==> config.mk <==
export PLATFORM = sky130hd
export DESIGN_NAME = quad_updown_decoder
export DESIGN_NICKNAME = d
export VERILOG_FILES = /design/src/rtl/quad_updown_decoder.sv
export SDC_FILE = /design/constraint.sdc
export NUM_CORES = 1
export LEC_CHECK = 0
export CORE_MARGIN = 3
export CORE_UTILIZATION = 47
export DETAILED_ROUTE_END_ITERATION = 12
export GPL_TIMING_DRIVEN = 0
export PLACE_DENSITY = 0.77
export SYNTH_ARGS = -nofsm -noshare
export SYNTH_HDL_FRONTEND = slang
export SYNTH_SLANG_ARGS = --single-unit
==> constraint.sdc <==
create_clock -name clk -period 2.2 [get_ports clk]
set_input_delay 0.22 -clock clk [delete_from_list [all_inputs] [get_ports clk]]
set_output_delay 0.22 -clock clk [all_outputs]
set_load 0.02 [all_outputs]
==> src/rtl/quad_updown_decoder.sv <==
// quad_updown_decoder: synchronized A/B quadrature decode into a wrapping up/down position count
module quad_updown_decoder #(
  parameter int WIDTH = 4
) (
  input  logic             clk,
  input  logic             rst,
  input  logic             a,
  input  logic             b,
  input  logic             en,
  input  logic             clr,
  output logic [WIDTH-1:0] q,
  output logic             dir,
  output logic             step,
  output logic             err,
  output logic             wrap
);
  logic [1:0]       s1_q, s2_q, prev_q, chg;
  logic             v1_q, v2_q, init_q, up, cnt;
  logic [WIDTH-1:0] q_q, q_d;
  logic             dir_q, dir_d, step_q, step_d, err_q, err_d, wrap_q, wrap_d;
  // Up when the new A differs from the old B; only single-bit changes are legal
  always_comb begin
    chg    = prev_q ^ s2_q;
    up     = s2_q[1] ^ prev_q[0];
    cnt    = init_q & en & (chg[1] ^ chg[0]);
    err_d  = init_q & (&chg);
    step_d = cnt;
    dir_d  = cnt ? up : dir_q;
    q_d    = clr ? '0 : cnt ? (up ? q_q + WIDTH'(1) : q_q - WIDTH'(1)) : q_q;
    wrap_d = ~clr & cnt & (up ? (&q_q) : (q_q == '0));
  end
  // v1/v2 follow the sampled data so the seed is taken from a real sample, not the reset value
  always_ff @(posedge clk or negedge rst) begin
    if (!rst) begin
      s1_q   <= 2'b00;
      s2_q   <= 2'b00;
      v1_q   <= 1'b0;
      v2_q   <= 1'b0;
      prev_q <= 2'b00;
      init_q <= 1'b0;
      q_q    <= '0;
      dir_q  <= 1'b0;
      step_q <= 1'b0;
      err_q  <= 1'b0;
      wrap_q <= 1'b0;
    end else begin
      s1_q   <= {a, b};
      s2_q   <= s1_q;
      v1_q   <= 1'b1;
      v2_q   <= v1_q;
      prev_q <= s2_q;
      init_q <= init_q | v2_q;
      q_q    <= q_d;
      dir_q  <= dir_d;
      step_q <= step_d;
      err_q  <= err_d;
      wrap_q <= wrap_d;
    end
  end
  assign q    = q_q;
  assign dir  = dir_q;
  assign step = step_q;
  assign err  = err_q;
  assign wrap = wrap_q;
endmodule

==> results.txt, run 1 <==
Endpoints failing setup = 0
Synth top area share = 0.623
Post_cts resized = 0
Via/cell ratio = 5.26
Post-Syn Area = 683 um^2
RSZ-0062 raised after global routing = false
Vias in the first global route = 445
Fillers = 109
First-pass GRT wire length = 1880 um
Fmax = 0.498 GHz
Area contributors post-synth = dfrtp_1 62%, ha_1 5.5%, xor2_1 3.8%
Final count of hold timing violations = 0
Num CTS Buffers = 3
Die area = 1950 um^2
Clock transition at path regs = 0.10 ns
Final Skew = 0.00258 ns
Drt first-iter violations = 11
Commonest register cell after synthesis = dfrtp_1
Worst EP arrival = 2.18 ns
Post-Route WL = 1020 um
Max Transition Viols Final = 0
Setup Crit Path Kind = flop to flop
Crit path max fanout = 7
DRT Pass-1 Iters = 4
Fin area = 860 um^2
Post-synth ARST share = 1.00
Tightest Hold Check Type = primary input to asynchronous set/reset pin
Power Density = 811 nW/um^2
Antenna diodes = 0
Area growth from synthesis to layout = 25.8%
Pleak = 0.385 nW
Io pins = 14
Starting Density = 0.512
Fin util = 0.644
Post-synthesis register bit count = 17
Share of layout cells above drive strength 1 = 0.129
Total negative slack = 0 ns
Clock Latency Late Sink = 0.28 ns
CORE AREA = 1330 um^2
Antenna violations before repair = 0
Die Y = 44.1 um
Sequential Area = 425 um^2
Synth cell types = 27
H-tree levels = 1
Detailed-route DRC error count = 0
Most common cell in the netlist = dfrtp_1
Final Cycle Share = 0.913
Remaining global-route overflow = 0
FF-to-FF path depth = 7
Nets = 80
Net Count, Synth = 62
Hold_buf cts = 0
Via count = 447
Largest net degree at the start of global routing = 18
Max Cap Viol = 0
Warnings from Yosys = 0
Final GP Congestion = 0.656
Root buffer cell = clkbuf_4
Status = completed
DR WL/cell = 12.0 um
Area of the multi-input gates = 249 um^2
Rel. slew slack = 0.535
DRT antenna net count = 0
IO buf count = 13
Clk sinks = 17
Placement Cell Area = 832 um^2
Worst-margin pin slew = 0.696 ns
Row Count = 13
Area leader, netlist = dfrtp_1
Required @ worst endpoint = 2.38 ns
Die width = 44.1 um
Crit start category = flop
Sequential-to-total area share from yosys stat = 0.623
Maximum vdd drop = 0.000414 V
Tot GR Track Use = 0.134
Mapped Cells = 53
Bufs on Longest Clock Path = 2
Worst Setup End Kind = flop
Mean Syn Cell Area = 12.9 um^2
Most instantiated cells after synthesis = 17 x dfrtp_1, 4 x nor2_1, 3 x ha_1, 3 x xor2_1
Fin crit period = 2.01 ns
Number of flops mapped to enable cells by yosys = 0
Setup bufs post-CTS = 0
CTS tree = yes
==> metrics by stage <==
stage | hold WS (ns) | setup slack [ns] | cells | power [mW]
floorplan | -0.0756 | 0.382 | 53 | 0.467
global placement | 0.332 | 0.233 | 81 | 0.537
detailed placement | 0.335 | 0.217 | 81 | 0.541
CTS | 0.352 | 0.185 | 85 | 0.705
global route | 0.365 | 0.0528 | 85 | 0.740
finish | 0.346 | 0.191 | 85 | 0.698
==> routing by layer <==
layer / global-route usage / wire length (um) / vias up / share of wire
li1: - / - / 219 / -
met1: 0.175 / 484 / 211 / 0.47
met5: 0 / 0 / - / 0
met3: 0.0285 / 67 / 2 / 0.066
met4: 0.0904 / 6 / 0 / 0.0059
met2: 0.198 / 462 / 15 / 0.45
==> worst paths after layout <==
| check | to | slack [ns] | from |
|---|---|---|---|
| worst max-delay path | q[3] | 0.19 | s2_q[1] |
| min in group clk | v2_q | 0.36 | v1_q |
| worst min register to register | v2_q | 0.36 | v1_q |
| worst max register to register | q[3] | 0.19 | s2_q[1] |
| max in group asynchronous | s2_q[0] | 1.42 | rst |
| worst min-delay path | err | 0.35 | rst |
==> final cells by class <==
class / instances / share of cell area
Sequential cell: 17 / 0.495
Timing Repair Buffer: 13 / 0.151
Tap cell: 15 / 0.0218
Buffer: 1 / 0.00582
Multi-Input combinational cell: 34 / 0.290
Inverter: 1 / 0.00437
Clock inverter: 1 / 0.00582
Clock buffer: 3 / 0.0262
==> cells in the final DEF (no fill, tap or decap), drive strengths merged <==
master,instances
a21oi,2
nand4,1
dfrtp,17
or2,1
nor2,4
ha,3
inv,1
a31oi,1
clkbuf,3
o21ai,2
mux2,1
xnor2,2
nor2b,1
clkinv,1
or4,1
nand2,1
xor2,3
and2,1
nand3b,1
mux2i,1
nor4,1
nand3,2
nand4b,2
buf,1
o31ai,1
conb,1
clkdlybuf4s50,13
nor3,1
==> power breakdown <==
part	switching (mW)	internal (mW)
clock network	0.0947	0.0675
registers	0.0219	0.341
logic	0.0888	0.0839
==> state kept, by name, summed over array words and instances, names as in the netlist <==
register	flops
q	4
prev_q	2
s1_q	2
s2_q	2
dir	1
err	1
init_q	1
step	1
v1_q	1
v2_q	1
wrap	1
==> cells by family (layout without fill, tap and decap cells) <==
family / Yosys count / after routing / share of synthesized area
compound gates: 6 / 6 / 0.0550
flops: 17 / 17 / 0.623
simple gates: 17 / 17 / 0.143
other cells: 1 / 1 / 0.00549
buf+inv: 2 / 19 / 0.0128
mux: 2 / 2 / 0.0311
xor+xnor: 5 / 5 / 0.0751
fa+ha+maj: 3 / 3 / 0.0550
==> worst max-delay path, cell delays in order (launching register included) <==
cell and delay [ns]:
dfrtp_1 0.44, xor2_1 0.18, ha_1 0.28, nand3_1 0.17
inv_1 0.22, nand4b_1 0.12, o31ai_1 0.11, mux2_2 0.37
Power figures use the tool's default switching activity.
==> run 2, diff against run 1 <==
--- a/config.mk
+++ b/config.mk
@@ -5,7 +5,7 @@
 export SDC_FILE = /design/constraint.sdc
 export NUM_CORES = 1
 export LEC_CHECK = 0
-export CORE_MARGIN = 3
+export CORE_MARGIN = 2
 export CORE_UTILIZATION = 47
 export DETAILED_ROUTE_END_ITERATION = 12
 export GPL_TIMING_DRIVEN = 0
==> constraint.sdc (replaced) <==
create_clock -name clk -period 2.3 [get_ports clk]
set_input_delay 0.23 -clock clk [delete_from_list [all_inputs] [get_ports clk]]
set_output_delay 0.23 -clock clk [all_outputs]
set_load 0.02 [all_outputs]
==> run 2 against run 1 <==
Non-clock buffer count stayed put. Critical path type unchanged. Sequential share of layout area down 0.14 points. Largest cell class unchanged. Largest power group unchanged. Combinational power down 3%. Highest routed layer unchanged.
==> results.txt, run 2 (synthesis gave the netlist of run 1 again) <==
Rel. slew slack = 0.533 (was 0.535)
Worst path cell trace = xor2_1 -> ha_1 -> nand3_1 -> inv_1 -> nand4b_1 -> o31ai_1 -> mux2_2 (unchanged)
Gate power share = 0.245 (was 0.248)
Root buffer cell = clkbuf_4 (unchanged)
Final GP Congestion = 0.744 (was 0.656)
CORE AREA = 1330 um^2 (unchanged)
FF-to-FF path depth = 7 (unchanged)
Clock transition at path regs = 0.11 ns (was 0.10 ns)
Total negative slack = 0 ns (unchanged)
Detailed-route DRC error count = 0 (unchanged)
Worst Setup End Kind = flop (unchanged)
Sequential Area = 425 um^2 (unchanged)
RSZ-0062 raised after global routing = false (unchanged)
Commonest non-fill, non-tap cell in the layout = dfrtp_1 (unchanged)
Critical R2R Launch = s2_q[1] (unchanged)
Area of the multi-input gates = 249 um^2 (unchanged)
Endpoints failing setup = 0 (unchanged)
Crit start category = flop (unchanged)
Tightest Hold Check Type = primary input to asynchronous set/reset pin (unchanged)
Reg2reg end = q[3] (unchanged)
Reg2Reg Setup Slack = 0.29 ns (was 0.19 ns)
Largest net degree at the start of global routing = 18 (unchanged)
DR WL/cell = 12.1 um (was 12.0 um)
First-pass GRT wire length = 1800 um (was 1880 um)
Slowest CP cell = dfrtp_1 (unchanged)
Final Skew = 0.00298 ns (was 0.00258 ns)
Setup bufs post-CTS = 0 (unchanged)
Fin area = 862 um^2 (was 860 um^2)
Post-Route WL = 1030 um (was 1020 um)
Status = completed (unchanged)
Internal power component = 473 uW (was 492 uW)
Max reg flops = 4 (unchanged)
Required @ worst endpoint = 2.50 ns (was 2.38 ns)
Post_cts resized = 0 (unchanged)
Fillers = 112 (was 109)
H-tree levels = 1 (unchanged)
Via count = 425 (was 447)
Maximum vdd drop = 0.000413 V (was 0.000414 V)
Worst EP arrival = 2.21 ns (was 2.18 ns)
Starting Density = 0.512 (unchanged)
Area growth from synthesis to layout = 26.2% (was 25.8%)
IO buf count = 13 (unchanged)
Fmax = 0.498 GHz (about the same)
Setup Crit Path Kind = flop to flop (unchanged)
Switch share = 0.309 (was 0.294)
Clock Latency Late Sink = 0.30 ns (was 0.28 ns)
Die width = 42.1 um (was 44.1 um)
Die Y = 42.1 um (was 44.1 um)
Nets = 80 (unchanged)
CP top delay family = flip-flops (unchanged)
Clk sinks = 17 (unchanged)
Worst-margin pin slew = 0.699 ns (was 0.696 ns)
Share of layout cells above drive strength 1 = 0.129 (unchanged)
CTS tree = yes (unchanged)
Vias in the first global route = 402 (was 445)
Antenna violations before repair = 0 (unchanged)
Placement Cell Area = 832 um^2 (unchanged)
Psw = 212 uW (was 205 uW)
Final Cycle Share = 0.874 (was 0.913)
Hold_buf cts = 0 (unchanged)
Pleak = 0.381 nW (was 0.385 nW)
Row Count = 13 (unchanged)
Antenna diodes = 0 (unchanged)
Io pins = 14 (unchanged)
Fin crit period = 2.01 ns (about the same)
Power Density = 795 nW/um^2 (was 811 nW/um^2)
DRT antenna net count = 0 (unchanged)
Crit path max fanout = 7 (unchanged)
Max Transition Viols Final = 0 (unchanged)
Remaining global-route overflow = 0 (unchanged)
Final worst slack = 0.291 ns (was 0.191 ns)
Max Cap Viol = 0 (unchanged)
Drt first-iter violations = 1 (was 11)
Die area = 1770 um^2 (was 1950 um^2)
Reg power frac = 0.505 (was 0.520)
Via/cell ratio = 5.00 (was 5.26)
Crit-path max cell delay = 0.44 ns (about the same)
Buffer and inverter count on the worst path = 1 (unchanged)
Place WS = 0.300 ns (was 0.217 ns)
DRT Pass-1 Iters = 3 (was 4)
Bufs on Longest Clock Path = 2 (unchanged)
Num CTS Buffers = 3 (unchanged)
Most frequent cells in the layout = 17 x dfrtp_1, 13 x clkdlybuf4s50_1, 4 x nor2_1 (unchanged)
Final count of hold timing violations = 0 (unchanged)
Tot GR Track Use = 0.145 (was 0.134)
Power share of the clock group = 0.250 (was 0.233)
Design Power = 685 uW (was 698 uW)
[run 2: changes by cell type in the layout (fill, tap and decap cells not counted), sizes merged]
cell,before,now
clkinv,1,0
clkinvlp,0,1
[run 2: metal layers]
| layer | wire length [um] | vias up | track usage |
|---|---|---|---|
| li1 | - | 218 | - |
| met1 | 514 | 189 | 0.190 |
| met2 | 416 | 13 | 0.191 |
| met3 | 55 | 5 | 0.0388 |
| met4 | 45 | 0 | 0.131 |
| met5 | 0 | - | 0 |
[run 2: metrics by stage]
step / instances / hold WS, ns / utilization
after global routing: 85 / 0.352 / 0.646
after detailed placement: 81 / 0.335 / 0.624
after global placement: 81 / 0.331 / 0.624
after CTS: 85 / 0.343 / 0.646
after floorplan: 53 / -0.0656 / -
final: 85 / 0.336 / 0.646
[run 2: layout make-up]
class,instances,area share
flip-flops and latches,17,0.493
multi-input cells,34,0.289
repair buffers,13,0.151
clock buffers,3,0.0261
well taps,15,0.0218
clock inverters,1,0.00871
plain buffers,1,0.00581
inverters,1,0.00435
[run 2: worst max-delay path by stage]
stage / start / to / cells past startpoint
global route: s2_q[1] / q[3] / 7
CTS: s2_q[1] / q[3] / 7
global placement: s2_q[1] / q[3] / 7
finish: s2_q[1] / q[3] / 7
detailed placement: s2_q[1] / q[3] / 7
floorplan: s2_q[1] / q[3] / 7
[run 2: power groups by stage]
stage / Combinational, mW / Sequential [mW] / Clock [mW]
after CTS: 0.170 / 0.347 / 0.177
after global placement: 0.162 / 0.351 / 0
after detailed placement: 0.169 / 0.353 / 0
after global routing: 0.183 / 0.351 / 0.190
after floorplan: 0.0708 / 0.376 / 0
final: 0.168 / 0.346 / 0.171
==> run 3, diff against run 2 <==
--- a/config.mk
+++ b/config.mk
@@ -9,7 +9,7 @@
 export CORE_UTILIZATION = 47
 export DETAILED_ROUTE_END_ITERATION = 12
 export GPL_TIMING_DRIVEN = 0
-export PLACE_DENSITY = 0.77
+export PLACE_DENSITY = 0.82
 export SYNTH_ARGS = -nofsm -noshare
 export SYNTH_HDL_FRONTEND = slang
 export SYNTH_SLANG_ARGS = --single-unit
==> run 3 against run 2 <==
First-iteration DRC count increased to 8.0 times the previous value. Global-route usage increased by 0.87 points. Sequential power about the same. Combinational power about the same. Clock power decreased by 7%. Flip-flop and latch count unchanged. Total power decreased by 1.5%. Wire length increased by 1.6%. Non-clock buffer count unchanged. Clock skew decreased by 0.00060 ns. Critical endpoint unchanged.
==> results.txt, run 3 (synthesis gave the netlist of run 1 again) <==
Final GP Congestion = 0.751 (was 0.744)
DRT Pass-1 Iters = 4 (was 3)
Rel. slew slack = 0.529 (was 0.533)
Tightest Hold Check Type = primary input to asynchronous set/reset pin (unchanged)
IO buf count = 13 (unchanged)
H-tree levels = 1 (unchanged)
Most frequent cells in the layout = 17 x dfrtp_1, 13 x clkdlybuf4s50_1, 4 x nor2_1 (unchanged)
Crit-path max cell delay = 0.43 ns (was 0.44 ns)
Max reg flops = 4 (unchanged)
Pleak = 0.382 nW (was 0.381 nW)
Max Transition Viols Final = 0 (unchanged)
Starting Density = 0.512 (unchanged)
Place WS = 0.276 ns (was 0.300 ns)
Bufs on Longest Clock Path = 2 (unchanged)
Final Skew = 0.00239 ns (was 0.00298 ns)
CORE AREA = 1330 um^2 (unchanged)
Final worst slack = 0.249 ns (was 0.291 ns)
Detailed-route DRC error count = 0 (unchanged)
Worst path cell trace = xor2_1 -> ha_1 -> nand3_1 -> inv_1 -> nand4b_1 -> o31ai_1 -> mux2_2 (unchanged)
Final count of hold timing violations = 0 (unchanged)
Io pins = 14 (unchanged)
Endpoints failing setup = 0 (unchanged)
Num CTS Buffers = 3 (unchanged)
Max Cap Viol = 0 (unchanged)
Slowest CP cell = dfrtp_1 (unchanged)
Largest net degree at the start of global routing = 18 (unchanged)
First-pass GRT wire length = 1900 um (was 1800 um)
Die width = 42.1 um (unchanged)
Via count = 456 (was 425)
Fmax = 0.488 GHz (was 0.498 GHz)
DRT antenna net count = 0 (unchanged)
Commonest non-fill, non-tap cell in the layout = dfrtp_1 (unchanged)
Power Density = 786 nW/um^2 (was 795 nW/um^2)
Total negative slack = 0 ns (unchanged)
Share of layout cells above drive strength 1 = 0.114 (was 0.129)
Clock Latency Late Sink = 0.29 ns (was 0.30 ns)
Fin crit period = 2.05 ns (was 2.01 ns)
Drt first-iter violations = 8 (was 1)
Final HPWL DP = 742 um
Area growth from synthesis to layout = 25.6% (was 26.2%)
Clock transition at path regs = 0.09 ns (was 0.11 ns)
Critical R2R Launch = s2_q[1] (unchanged)
RSZ-0062 raised after global routing = false (unchanged)
Post-Route WL = 1050 um (was 1030 um)
Die area = 1770 um^2 (unchanged)
Required @ worst endpoint = 2.49 ns (was 2.50 ns)
Root buffer cell = clkbuf_4 (unchanged)
Fin area = 858 um^2 (was 862 um^2)
Vias in the first global route = 408 (was 402)
Fin util = 0.644 (was 0.646)
Crit start category = flop (unchanged)
Die Y = 42.1 um (unchanged)
Crit path max fanout = 7 (unchanged)
Antenna violations before repair = 0 (unchanged)
Hold_buf cts = 0 (unchanged)
Antenna diodes = 0 (unchanged)
Tot GR Track Use = 0.153 (was 0.145)
Maximum vdd drop = 0.000373 V (was 0.000413 V)
Status = completed (unchanged)
Fillers = 107 (was 112)
Final Cycle Share = 0.892 (was 0.874)
Placement Cell Area = 832 um^2 (unchanged)
DR WL/cell = 12.3 um (was 12.1 um)
Worst EP arrival = 2.24 ns (was 2.21 ns)
Worst Setup End Kind = flop (unchanged)
Setup bufs post-CTS = 0 (unchanged)
Worst-margin pin slew = 0.704 ns (was 0.699 ns)
Nets = 80 (unchanged)
Via/cell ratio = 5.36 (was 5.00)
Row Count = 13 (unchanged)
CP startpoint = s2_q[1] (unchanged)
Clk sinks = 17 (unchanged)
CTS tree = yes (unchanged)
Remaining global-route overflow = 0 (unchanged)
Hold slack = 0.352 ns (was 0.336 ns)
Post_cts resized = 0 (unchanged)
Setup Crit Path Kind = flop to flop (unchanged)
[run 3: cell types whose count changed in the layout (fill, tap and decap cells not counted), sizes merged]
cell      previous run  this run
clkbuf               3         4
clkinvlp             1         0
[run 3: area by class of cell]
| class | count | area [um^2] | area share |
|---|---|---|---|
| flip-flops and latches | 17 | 425 | 0.496 |
| multi-input cells | 34 | 249 | 0.290 |
| repair buffers | 13 | 130 | 0.152 |
| clock buffers | 4 | 26.3 | 0.0306 |
| well taps | 15 | 18.8 | 0.0219 |
| plain buffers | 1 | 5.00 | 0.00583 |
| inverters | 1 | 3.75 | 0.00437 |
[run 3: metal layers]
metal	GRT usage	vias to the layer above	part of all wire
met5	0	-	0
met3	0.0517	3	0.041
met1	0.194	223	0.46
met2	0.206	13	0.46
li1	-	217	-
met4	0.131	0	0.032
[run 3: per-stage QoR]
| step | std cells | power [mW] |
|---|---|---|
| 2_1_floorplan | 53 | 0.447 |
| 3_3_place_gp | 81 | 0.513 |
| 3_5_place_dp | 81 | 0.521 |
| 4_1_cts | 85 | 0.683 |
| 5_1_grt | 85 | 0.720 |
| 6_report | 85 | 0.675 |
[run 3: final timing paths]
kind / to / slack [ns] / cells after the start
max in group asynchronous: prev_q[0] / 1.51 / 1
min in group clk: v2_q / 0.36 / 0
max: q[3] / 0.25 / 7
max reg2reg: q[3] / 0.25 / 7
min reg2reg: v2_q / 0.36 / 0
min: step / 0.35 / 1
[run 3: power by group]
part	switching [mW]	internal [mW]
Clock	0.0919	0.0676
Sequential	0.0216	0.326
Combinational	0.0871	0.0808
[run 3: critical path, delay by kind of cell, from the launching register on]
family	cells	cell delay [ns]
xor+xnor	1	0.18
buf+inv	1	0.24
simple gates	2	0.32
compound gates	1	0.10
flops	1	0.43
mux	1	0.36
fa+ha+maj	1	0.29
